===== src/rtl/qspi_pad_arb_pkg.sv =====
// Shared types and pad park values for the QSPI pad arbiter.
package qspi_pad_arb_pkg;

  localparam int unsigned LANE_W = 4;

  typedef enum logic [1:0] {
    ST_IDLE   = 2'd0,
    ST_GRANT0 = 2'd1,
    ST_GRANT1 = 2'd2,
    ST_TURN   = 2'd3
  } state_t;

  localparam logic              PARK_SCLK = 1'b0;
  localparam logic [LANE_W-1:0] PARK_CSN  = 4'hF;
  localparam logic [LANE_W-1:0] PARK_SDO  = 4'h0;
  localparam logic [LANE_W-1:0] PARK_OE   = 4'h0;

endpackage


===== src/rtl/qspi_pad_arb_rr_arb2.sv =====
// Two-requester round-robin picker; ptr names the master favoured on a tie.
module rr_arb2 (
  input  logic [1:0] req,
  input  logic       ptr,
  output logic       winner,
  output logic       valid
);

  always_comb begin
    valid  = |req;
    winner = ptr;
    if (req == 2'b01)
      winner = 1'b0;
    else if (req == 2'b10)
      winner = 1'b1;
  end

endmodule


===== src/rtl/qspi_pad_arb.sv =====
// Time-multiplexes one QSPI pad group between two masters with round-robin
// grants, a parked turnaround gap and an optional hold limit.
module qspi_pad_arb
  import qspi_pad_arb_pkg::*;
#(
  parameter int unsigned TURN_CYC = 2,
  parameter int unsigned HOLD_MAX = 1024
) (
  input  logic       clk_i,
  input  logic       rst_i,
  input  logic [1:0] req_i,
  output logic [1:0] gnt_o,
  input  logic [1:0] m_sclk_i,
  input  logic [7:0] m_csn_i,
  input  logic [7:0] m_sdo_i,
  input  logic [7:0] m_oe_i,
  output logic [7:0] m_sdi_o,
  output logic       pad_sclk_o,
  output logic [3:0] pad_csn_o,
  output logic [3:0] pad_sdo_o,
  output logic [3:0] pad_oe_o,
  input  logic [3:0] pad_sdi_i,
  output logic       owner_o,
  output logic       busy_o,
  output logic       err_o
);

  localparam int unsigned HOLD_W = (HOLD_MAX > 0) ? $clog2(HOLD_MAX + 1) : 1;
  localparam logic [HOLD_W-1:0] HOLD_LIM = HOLD_W'(HOLD_MAX);
  localparam logic [3:0] TURN_LAST = 4'(TURN_CYC - 1);
  localparam logic HOLD_EN = (HOLD_MAX != 0);

  state_t            state;
  logic              owner_q;
  logic              prio_q;
  logic [3:0]        turn_cnt;
  logic [HOLD_W-1:0] hold_cnt;
  logic              err_q;

  logic              granted;
  logic              own;
  logic              own_req;
  logic              oth_req;
  logic [3:0]        own_csn;
  logic              force_rel;
  logic              arb_win;
  logic              arb_vld;

  rr_arb2 u_rr (
    .req    (req_i),
    .ptr    (prio_q),
    .winner (arb_win),
    .valid  (arb_vld)
  );

  assign granted   = (state == ST_GRANT0) || (state == ST_GRANT1);
  assign own       = (state == ST_GRANT1);
  assign own_req   = own ? req_i[1] : req_i[0];
  assign oth_req   = own ? req_i[0] : req_i[1];
  assign own_csn   = own ? m_csn_i[7:4] : m_csn_i[3:0];
  // Forced release only at a CS boundary so no transfer is cut mid-frame.
  assign force_rel = HOLD_EN && (hold_cnt >= HOLD_LIM) && oth_req && (own_csn == PARK_CSN);

  assign gnt_o   = {state == ST_GRANT1, state == ST_GRANT0};
  assign owner_o = owner_q;
  assign busy_o  = (state != ST_IDLE);
  assign err_o   = err_q;

  always_ff @(posedge clk_i) begin
    if (rst_i) begin
      state    <= ST_IDLE;
      owner_q  <= 1'b0;
      prio_q   <= 1'b0;
      turn_cnt <= '0;
      hold_cnt <= '0;
      err_q    <= 1'b0;
    end else begin
      case (state)
        ST_IDLE: begin
          if (arb_vld) begin
            state    <= arb_win ? ST_GRANT1 : ST_GRANT0;
            owner_q  <= arb_win;
            prio_q   <= ~arb_win;
            hold_cnt <= '0;
          end
        end
        ST_GRANT0, ST_GRANT1: begin
          if (!own_req || force_rel) begin
            state    <= ST_TURN;
            turn_cnt <= '0;
          end
          if (oth_req && (hold_cnt < HOLD_LIM))
            hold_cnt <= hold_cnt + 1'b1;
          if (!own_req && (own_csn != PARK_CSN))
            err_q <= 1'b1;
        end
        ST_TURN: begin
          if (turn_cnt == TURN_LAST)
            state <= ST_IDLE;
          else
            turn_cnt <= turn_cnt + 1'b1;
        end
        default: state <= ST_IDLE;
      endcase
      if (gnt_o == 2'b11)
        err_q <= 1'b1;
    end
  end

  always_comb begin
    pad_sclk_o = PARK_SCLK;
    pad_csn_o  = PARK_CSN;
    pad_sdo_o  = PARK_SDO;
    pad_oe_o   = PARK_OE;
    m_sdi_o    = '0;
    if (granted) begin
      pad_csn_o = own_csn;
      if (own) begin
        pad_sclk_o   = m_sclk_i[1];
        pad_sdo_o    = m_sdo_i[7:4];
        pad_oe_o     = m_oe_i[7:4];
        m_sdi_o[7:4] = pad_sdi_i;
      end else begin
        pad_sclk_o   = m_sclk_i[0];
        pad_sdo_o    = m_sdo_i[3:0];
        pad_oe_o     = m_oe_i[3:0];
        m_sdi_o[3:0] = pad_sdi_i;
      end
    end
  end

endmodule


===== config.mk =====
export PLATFORM = sky130hd
export DESIGN_NAME = qspi_pad_arb
export DESIGN_NICKNAME = d
export VERILOG_FILES = /design/src/rtl/qspi_pad_arb_pkg.sv /design/src/rtl/qspi_pad_arb_rr_arb2.sv /design/src/rtl/qspi_pad_arb.sv
export SDC_FILE = /design/constraint.sdc
export NUM_CORES = 1
export LEC_CHECK = 0
export CORE_MARGIN = 5
export CORE_UTILIZATION = 35
export CTS_CLUSTER_SIZE = 8
export DETAILED_ROUTE_END_ITERATION = 16
export PLACE_DENSITY_LB_ADDON = 0.25
export SLEW_MARGIN = 20
export SYNTH_ARGS = -nofsm -noshare
export SYNTH_HDL_FRONTEND = slang
export SYNTH_HIERARCHICAL = 1
export SYNTH_SLANG_ARGS = --single-unit

===== constraint.sdc =====
create_clock -name clk_i -period 2.2 [get_ports clk_i]
set_clock_uncertainty 0.1 [all_clocks]
set_input_delay 0.66 -clock clk_i [delete_from_list [all_inputs] [get_ports clk_i]]
set_output_delay 0.66 -clock clk_i [all_outputs]
set_load 0.02 [all_outputs]

After elaboration in Yosys (flattened, before gate mapping)
Cells that the tools add are included.
- bits in registers: 20
- bits of input ports: 34
- output and inout bits: 26
- logic and storage cells: 74
- add/sub/neg operators: 2
- order comparisons: 2
- equality and inequality tests: 14
- multiplexer cells: 29
- bitwise logic cells: 1
- reduce and logical (&&, ||, !) cells: 20
- operators with widths (kind ; count):
    $mux W4 ; 10
    $mux W11 ; 2
    $pmux W11 S2 ; 1
    $add A11 B1 Y11 const B ; 1
    $ge A11 B11 Y1 const B ; 1
    $lt A11 B11 Y1 const B ; 1
    $ne A2 B2 Y1 const B ; 5
    $reduce_bool A2 Y1 ; 5
    $mux W1 ; 9
    $reduce_and A3 Y1 ; 3
    $eq A2 B2 Y1 const B ; 4
    $mux W2 ; 4
    $mux W8 ; 1
    $pmux W4 S2 ; 1
    $pmux W2 S3 ; 1
    $add A4 B1 Y4 const B ; 1
    $eq A2 B1 Y1 const B ; 2
    $eq A4 B1 Y1 const B ; 1
    $eq A4 B4 Y1 const B ; 1
    $logic_and A1 B1 Y1 ; 4
    $ne A4 B4 Y1 const B ; 1
    $reduce_and A2 Y1 ; 2
    $reduce_or A2 Y1 ; 2
    $logic_not A2 Y1 ; 1
    other kinds (3) ; 4

Depth between registers and ports, before layout
Gate-level depths: netlist (run 1).
- depth in word-level cells: 7
- mapped depth: 8
- depth with buffers taken out: 7

Cells and area by module
Netlist (run 1), hierarchy kept.
- by module, submodules not included (module ; instances ; cells each ; area an instance (sq um) ; seq. area each (sq um)):
    qspi_pad_arb ; 1 ; 180 ; 1465.2 ; 400.4
    rr_arb2 ; 1 ; 4 ; 18.8 ; 0.0

Worst setup path before layout (run 1)
OpenSTA, ideal clock, no wires.
- path kind: reg2out
- start: reg state[0]
- end: out pad_sdo_o[0]
- arrival: 1.627 ns
- data required time: 1.440 ns
- path slack: -0.187 ns
- cell stages (with the launch flop): 7
- path buffers: 2
- cells stage by stage: dfxtp_1 > inv_1 > ha_1 > buf_6 > buf_1 > mux2i_1 > nor2_1
- longest elaborated chain between the ends: 3
- elaborated cells between the ends (all ways): 5
- classes of those cells: eq/ne (2); mux (2); reduce/logical (1)
- ends and longest elaborated chain (item ; line ; source):
    from (decl) ; qspi_pad_arb.sv:33 ; state_t state;
    from (signal assigned) ; qspi_pad_arb.sv:81 ; state <= arb_win ? ST_GRANT1 : ST_GRANT0;
    $eq A2 B2 Y1 (*) ; qspi_pad_arb.sv:57 ; assign own = (state == ST_GRANT1);
    named net own ; qspi_pad_arb.sv:41 ; logic own;
    $mux W4 or $logic_or A1 B1 Y1 (tied branches) ; qspi_pad_arb.sv:118, qspi_pad_arb.sv:56 ;
    $mux W4 (*) ; qspi_pad_arb.sv:116 ; if (granted) begin
    to (decl) ; qspi_pad_arb.sv:20 ; output logic [3:0] pad_sdo_o,
Mark *: on every way through the listed nets, which the timed path passes. The rest lies on a longest branch.

Worst setup path in the final report (run 1)
- start: reg state[0]
- end: out pad_sdo_o[3]
- longest elaborated chain between the ends: 3
- elaborated cells between the ends (all ways): 5
- classes of those cells: eq/ne (2); mux (2); reduce/logical (1)
- ends and longest elaborated chain (item ; line):
    $eq A2 B2 Y1 or $eq A2 B1 Y1 (tied branches) ; qspi_pad_arb.sv:56, qspi_pad_arb.sv:57
    $mux W4 or $logic_or A1 B1 Y1 (tied branches) ; qspi_pad_arb.sv:118, qspi_pad_arb.sv:56
    $mux W4 (*) ; qspi_pad_arb.sv:116
Every way passes the cells marked *; elsewhere a longest branch is shown, timed or not.

==> flow_metrics.env, run 1 <==
export IMPL_status="complete, but fails checks"
export IMPL_violations="setup timing"
export IMPL_ctsLongestPathBuffers=2
export IMPL_syn_num_nets=227
export IMPL_finalSetupViolCount=5
export IMPL_async_flop_share=0
export IMPL_postCtsHoldBufs=0
export IMPL_h_tree_depth=1
export IMPL_finalWorstSetupSlack_ps=-26.1
export IMPL_critPathLaunch="state[0]"
export IMPL_start_util=0.366
export IMPL_grt_pass1_vias=1547
export IMPL_post_route_cell_area_um2=2650
export IMPL_netlist_area_um2=1480
export IMPL_num_rows=23
export IMPL_cp_start_kind="register"
export IMPL_yosysSeqAreaShare=0.270
export IMPL_yosysUniqueCellTypes=41
export IMPL_drt_initial_drc_count=40
export IMPL_routedWlPerCell_um=13.9
export IMPL_grt_pass1_wl_mm=6.87
export IMPL_io_pin_count=60
export IMPL_fmax_mhz=449
export IMPL_vias_per_cell=4.94
export IMPL_synth_area_leaders="dfxtp_1 (27%), mux2i_1 (11%), ha_1 (7.6%), nor2_1 (7.3%), nand3_1 (4.7%)"
export IMPL_cts_clk_slew_worst_paths_ps=70
export IMPL_worstSetupPathType="register to output port"
export IMPL_grt_ovfl_total=0
export IMPL_synth_main_ff_cell="dfxtp_1"
export IMPL_drc_errors=0
export IMPL_avgSynthCellArea_um2=8.06
export IMPL_vias=1604
export IMPL_die_area_um2=5640
export IMPL_synth_top_area_frac=0.270
export IMPL_reg2reg_depth=8
export IMPL_fin_crit_ps=2230
export IMPL_drive_gt1_frac=0.356
export IMPL_route_antenna_remaining_nets=0
export IMPL_cp_data_arrival_time_ps=1470
export IMPL_cts_tree="yes"
export IMPL_ys_ff_latch=20
export IMPL_coreArea_um2=4060
export IMPL_endpoint_kind="output port"
export IMPL_gp_congestion=0.820
export IMPL_die_w_um=75.1
export IMPL_synth_top_cell_by_area="dfxtp_1"
export IMPL_portBuffers=59
export IMPL_path_max_fanout=5
export IMPL_relSlewSlack=0.791
export IMPL_p_clk_frac=0.087
export IMPL_postSynthCellCount=184
export IMPL_min_period_over_period=1.01
export IMPL_peakVddDrop_mv=0.819
export IMPL_fp_dieH_um=75.1
export IMPL_tightestPinTransition_ps=312
export IMPL_antenna_found_initial=0
export IMPL_gr_usage_all_layers=0.157
export IMPL_insertion_delay_ps=260
export IMPL_final_core_util=0.653
export IMPL_power_uw=3240
export IMPL_worstPathCellList="inv_4, ha_4, buf_12, buf_12, mux2i_1, nor2_1, buf_4"
export IMPL_min_from="owner_o"
export IMPL_numCtsBuffers=3
export IMPL_final_nets=319
export IMPL_leakagePower_uw=0.00119
export IMPL_slew_viol_final=0
export IMPL_routed_wl_mm=4.53
export IMPL_slowest_delay_ps=340
export IMPL_final_cells=325
export IMPL_seqPwrFrac=0.144
export IMPL_fillCellCount=315
export IMPL_power_share_switching=0.439
export IMPL_power_switching_uw=1420
export IMPL_dp_hpwl_mm=3.29
export IMPL_crit_required_ps=1440
export IMPL_drt_pre_antenna_iters=4
export IMPL_maxCapViolCount=0
export IMPL_synth_edff_count=0
export IMPL_hold_viol=0
export IMPL_cts_num_sinks=20
export IMPL_dpl_cell_area_um2=2310
export IMPL_diodes=0
export IMPL_place_ws_ps=-468
export IMPL_cp_common_cell="buf_12"
export IMPL_p_int_uw=1820
export IMPL_rsz0062_at_grt="yes"
export IMPL_syn_to_final_growth_pct=78.6
export IMPL_grt_max_degree=12
export IMPL_pwr_density_cell_nw_per_um2=1220
export IMPL_r2r_start="state[0]"
export IMPL_yosysWarnings=6
export IMPL_p_comb_frac=0.769
export IMPL_cp_slowest_cell="dfxtp_2"
export IMPL_dp_cells=312
export IMPL_min_path_cells=2
export IMPL_hold_path_class="register to register"
export IMPL_cts_root_buf="clkbuf_8"
==> synthesized netlist by cell type (3+ instances only) <==
library cell,instances
nor2_1,29
dfxtp_1,20
mux2i_1,17
nand3_1,14
nand2_1,12
a21oi_1,9
ha_1,9
inv_1,8
xor2_1,8
and3_1,7
and2_1,6
clkbuf_1,3
nand2b_1,3
nand4_1,3
o21ai_1,3
o31ai_1,3
==> final timing paths <==
path | to | slack (ps)
hold reg to reg | owner_o | 360
setup / recovery | pad_sdo_o[3] | -30
hold / removal | owner_o | 360
setup reg to reg | state[1] | 20
==> power by group through the flow <==
stage,registers (uW),logic (uW),clock network [uW]
6_report,468,2490,283
3_3_place_gp,455,2050,0
4_1_cts,458,2250,292
5_1_grt,473,2670,306
3_5_place_dp,458,2040,0
2_1_floorplan,469,1130,0
==> per-stage QoR <==
step                      hold slack [ps]  setup TNS, ps
after detailed placement              349         -12450
after global placement                345         -12110
after floorplan                       349          -33.7
final                                 359           -115
after global routing                  382           -903
after CTS                             358           -724
==> worst max-delay path, delay by kind of cell, from the launching register on <==
kind          cells  cell delay (ps)
mux               1              170
simple gates      1               50
fa+ha+maj         1              190
flops             1              340
buf+inv           4              460
==> cells by family (layout without fill, tap and decap cells) <==
logic type | after synthesis | count (layout) | share of synthesized area
XOR/XNOR | 8 | 8 | 0.0472
flip-flops | 20 | 20 | 0.270
adder cells (fa/ha/maj) | 9 | 9 | 0.0759
buffers and inverters | 15 | 106 | 0.0481
multiplexers | 19 | 19 | 0.132
AND/OR/NAND/NOR | 87 | 87 | 0.307
AO/OA/AOI/OAI | 26 | 26 | 0.120
==> per-layer routing <==
layer / vias to the layer above / share of wire / track usage
li1: 824 / - / -
met1: 741 / 0.41 / 0.181
met2: 33 / 0.53 / 0.281
met3: 6 / 0.050 / 0.0467
met4: 0 / 0.012 / 0.0395
met5: - / 0 / 0
==> registers in the layout, indices dropped and copies added (netlist names) <==
name      count
err_o         1
state         2
prio_q        1
turn_cnt      4
hold_cnt     11
owner_o       1
==> layout by cell type, fill, tap and decap left out, types with 3 or more instances in the layout <==
master           count
a21oi_1              8
nor2_1              23
nand4_1              3
and2_1               3
buf_4               36
and3_4               3
ha_1                 7
dlymetal6s2s_1      14
mux2i_1             15
inv_1                5
clkbuf_8             4
xor2_1               8
dfxtp_1             18
nor2_4               5
buf_6               17
clkdlybuf4s50_1     18
nor2_2               3
o31ai_1              3
nand3_1             12
nand2_1             12
and3_1               4
dlygate4sd2_1        5
nand2b_1             3
and2_4               3
==> area by class of cell <==
class,count,area [um^2],area share
tap,50,62.6,0.0236
inverter,8,32.5,0.0123
multi-input combinational,149,1160,0.436
clock buffer,4,55.1,0.0208
timing repair buffer,94,938,0.354
sequential,20,405,0.153
==> timing repair <==
item                       CTS  global route
buffers inserted             6             3
gates resized for setup    126            56
pin swaps                    4            10
setup endpoints to repair   30            37
gates cloned                 1             0
Note: power is estimated with default switching activity, not from simulation.
==> inputs of run 2 (changes only) <==
Settings changed: CORE_MARGIN 5 to unset.
==> run 2 against run 1 <==
  * The run still ends with setup timing left
  * Critical path depth shrank 3
  * Clock power barely moved
  * Non-clock buffer count is 1 lower
  * Sequential power is essentially flat
  * Highest routed layer unchanged
  * First-iteration DRC count up 68%
  * Die area fell by 20%
  * Setup slack better by 15 ps
  * Largest power group unchanged
  * Total power fell by 5.7%
==> flow_metrics.env, run 2 (same netlist as run 1, synthesis figures left out) <==
export IMPL_gp_congestion=0.799
export IMPL_min_to="owner_o"
export IMPL_rsz0062_at_grt="yes"
export IMPL_drt_pre_antenna_iters=4
export IMPL_gr_usage_all_layers=0.187
export IMPL_crit_required_ps=1440
export IMPL_place_ws_ps=-462
export IMPL_cp_start_kind="input pin"
export IMPL_grt_pass1_vias=1421
export IMPL_hold_path_class="register to register"
export IMPL_start_util=0.368
export IMPL_finalSetupViolCount=3
export IMPL_peakVddDrop_mv=0.672
export IMPL_drive_gt1_frac=0.347
export IMPL_fin_crit_ps=2210
export IMPL_p_comb_frac=0.755
export IMPL_regMostFlops="hold_cnt"
export IMPL_route_antenna_remaining_nets=0
export IMPL_insertion_delay_ps=260
export IMPL_mostFrequentLayoutCells="buf_4 (35), nor2_1 (25), dlymetal6s2s_1 (19), dfxtp_1 (18), buf_6 (18)"
export IMPL_grt_pass1_wl_mm=6.55
export IMPL_layout_commonest_cell="buf_4"
export IMPL_io_pin_count=60
export IMPL_r2r_slack_ps=80
export IMPL_num_rows=23
export IMPL_tightestPinTransition_ps=415
export IMPL_power_switching_uw=1340
export IMPL_dp_cells=317
export IMPL_numCtsBuffers=3
export IMPL_die_area_um2=4500
export IMPL_antenna_found_initial=0
export IMPL_portBuffers=59
export IMPL_slew_viol_final=0
export IMPL_r2r_start="state[0]"
export IMPL_postCtsHoldBufs=0
export IMPL_coreArea_um2=4030
export IMPL_syn_to_final_growth_pct=74.2
export IMPL_drt_initial_drc_count=67
export IMPL_die_w_um=67.1
export IMPL_cts_tree="yes"
export IMPL_hold_worst_slack_ps=358
export IMPL_largest_register_ffs=11
export IMPL_r2r_end="state[1]"
export IMPL_cp_data_arrival_time_ps=1450
export IMPL_final_cells=324
export IMPL_p_clk_frac=0.092
export IMPL_h_tree_depth=1
export IMPL_p_int_uw=1720
export IMPL_vias_per_cell=4.87
export IMPL_path_max_fanout=1
export IMPL_relSlewSlack=0.722
export IMPL_fp_dieH_um=67.1
export IMPL_leakagePower_uw=0.00122
export IMPL_worstSetupPathType="input pin to output port"
export IMPL_power_share_switching=0.439
export IMPL_final_nets=318
export IMPL_critPathLaunch="m_sdo_i[4]"
export IMPL_seqPwrFrac=0.153
export IMPL_diodes=0
export IMPL_routedWlPerCell_um=12.6
export IMPL_grt_max_degree=14
export IMPL_pwr_density_cell_nw_per_um2=1180
export IMPL_grt_ovfl_total=0
export IMPL_reg2reg_depth=10
export IMPL_ctsLongestPathBuffers=2
export IMPL_reg_top3="hold_cnt (11), turn_cnt (4), state (2)"
export IMPL_min_from="owner_o"
export IMPL_hold_viol=0
export IMPL_endpoint_kind="output port"
export IMPL_setup_tns_ps=-13.5
export IMPL_finalWorstSetupSlack_ps=-11.4
export IMPL_min_path_cells=2
export IMPL_cts_num_sinks=20
export IMPL_drc_errors=0
export IMPL_routed_wl_mm=4.09
export IMPL_cts_clk_slew_worst_paths_ps=70
export IMPL_status="complete, but fails checks"
export IMPL_min_period_over_period=1.01
export IMPL_violations="setup timing"
export IMPL_vias=1577
export IMPL_cts_root_buf="clkbuf_8"
export IMPL_maxCapViolCount=0
export IMPL_dp_hpwl_mm=3.21
export IMPL_fmax_mhz=452
run 2: cell count changes in the layout (fill, tap and decap cells not counted), moves of 2 or more:
cell             previous run  this run
buf_12                      2         0
buf_8                       0         2
clkdlybuf4s50_1            18        13
dlymetal6s2s_1             14        19
mux2i_2                     1         3
nor2_1                     23        25
nor2_4                      5         3
run 2: cell type report:
type                    count  area, um^2
fillers                   326        1440
clock buffers               4        55.1
repair buffers             93         916
inverters                   8        32.5
flip-flops and latches     20         405
multi-input cells         149        1110
well taps                  50        62.6
run 2: repair_timing:
action / CTS / global route
setup endpoints to repair: 30 / 28
gates resized for setup: 125 / 56
pin swaps: 1 / 14
setup buffers: 1 / 2
run 2: critical path: stages:
cell             delay (ps)
clkdlybuf4s50_1         480
mux2i_2                  80
nor2_2                  100
buf_6                   130
run 2: metrics by stage:
stage          power, uW  area, um^2  utilization
5_1_grt             3250        2580        0.642
3_5_place_dp        2520        2330        0.579
2_1_floorplan       1590        1490            -
3_3_place_gp        2510        2330        0.579
6_report            3060        2580        0.642
4_1_cts             2880        2390        0.593
run 2: per-layer routing:
layer / vias up / global-route usage / wire, um
li1: 816 / - / -
met1: 737 / 0.249 / 1840
met2: 21 / 0.320 / 2130
met3: 3 / 0.0428 / 100
met4: 0 / 0.00798 / 11
met5: - / 0 / 0
run 2: worst max path at each step:
| stage | end | cells after the start |
|---|---|---|
| after CTS | pad_sclk_o | 4 |
| after floorplan | pad_sdo_o[1] | 6 |
| after global placement | m_sdi_o[5] | 3 |
| after global routing | pad_sdo_o[1] | 4 |
| final | pad_sdo_o[0] | 4 |
| after detailed placement | m_sdi_o[5] | 3 |
run 2: power groups by stage:
stage	registers (uW)	clock network [uW]	logic, uW
final	467	282	2310
after global routing	475	308	2460
after CTS	460	289	2130
after detailed placement	457	0	2060
after global placement	455	0	2060
after floorplan	469	0	1130
==> inputs of run 3 (changes only) <==
Settings changed: CTS_CLUSTER_DIAMETER set to 150.
==> results of run 3 <==
Final layout, timing and power as in run 2 (identical DEF).
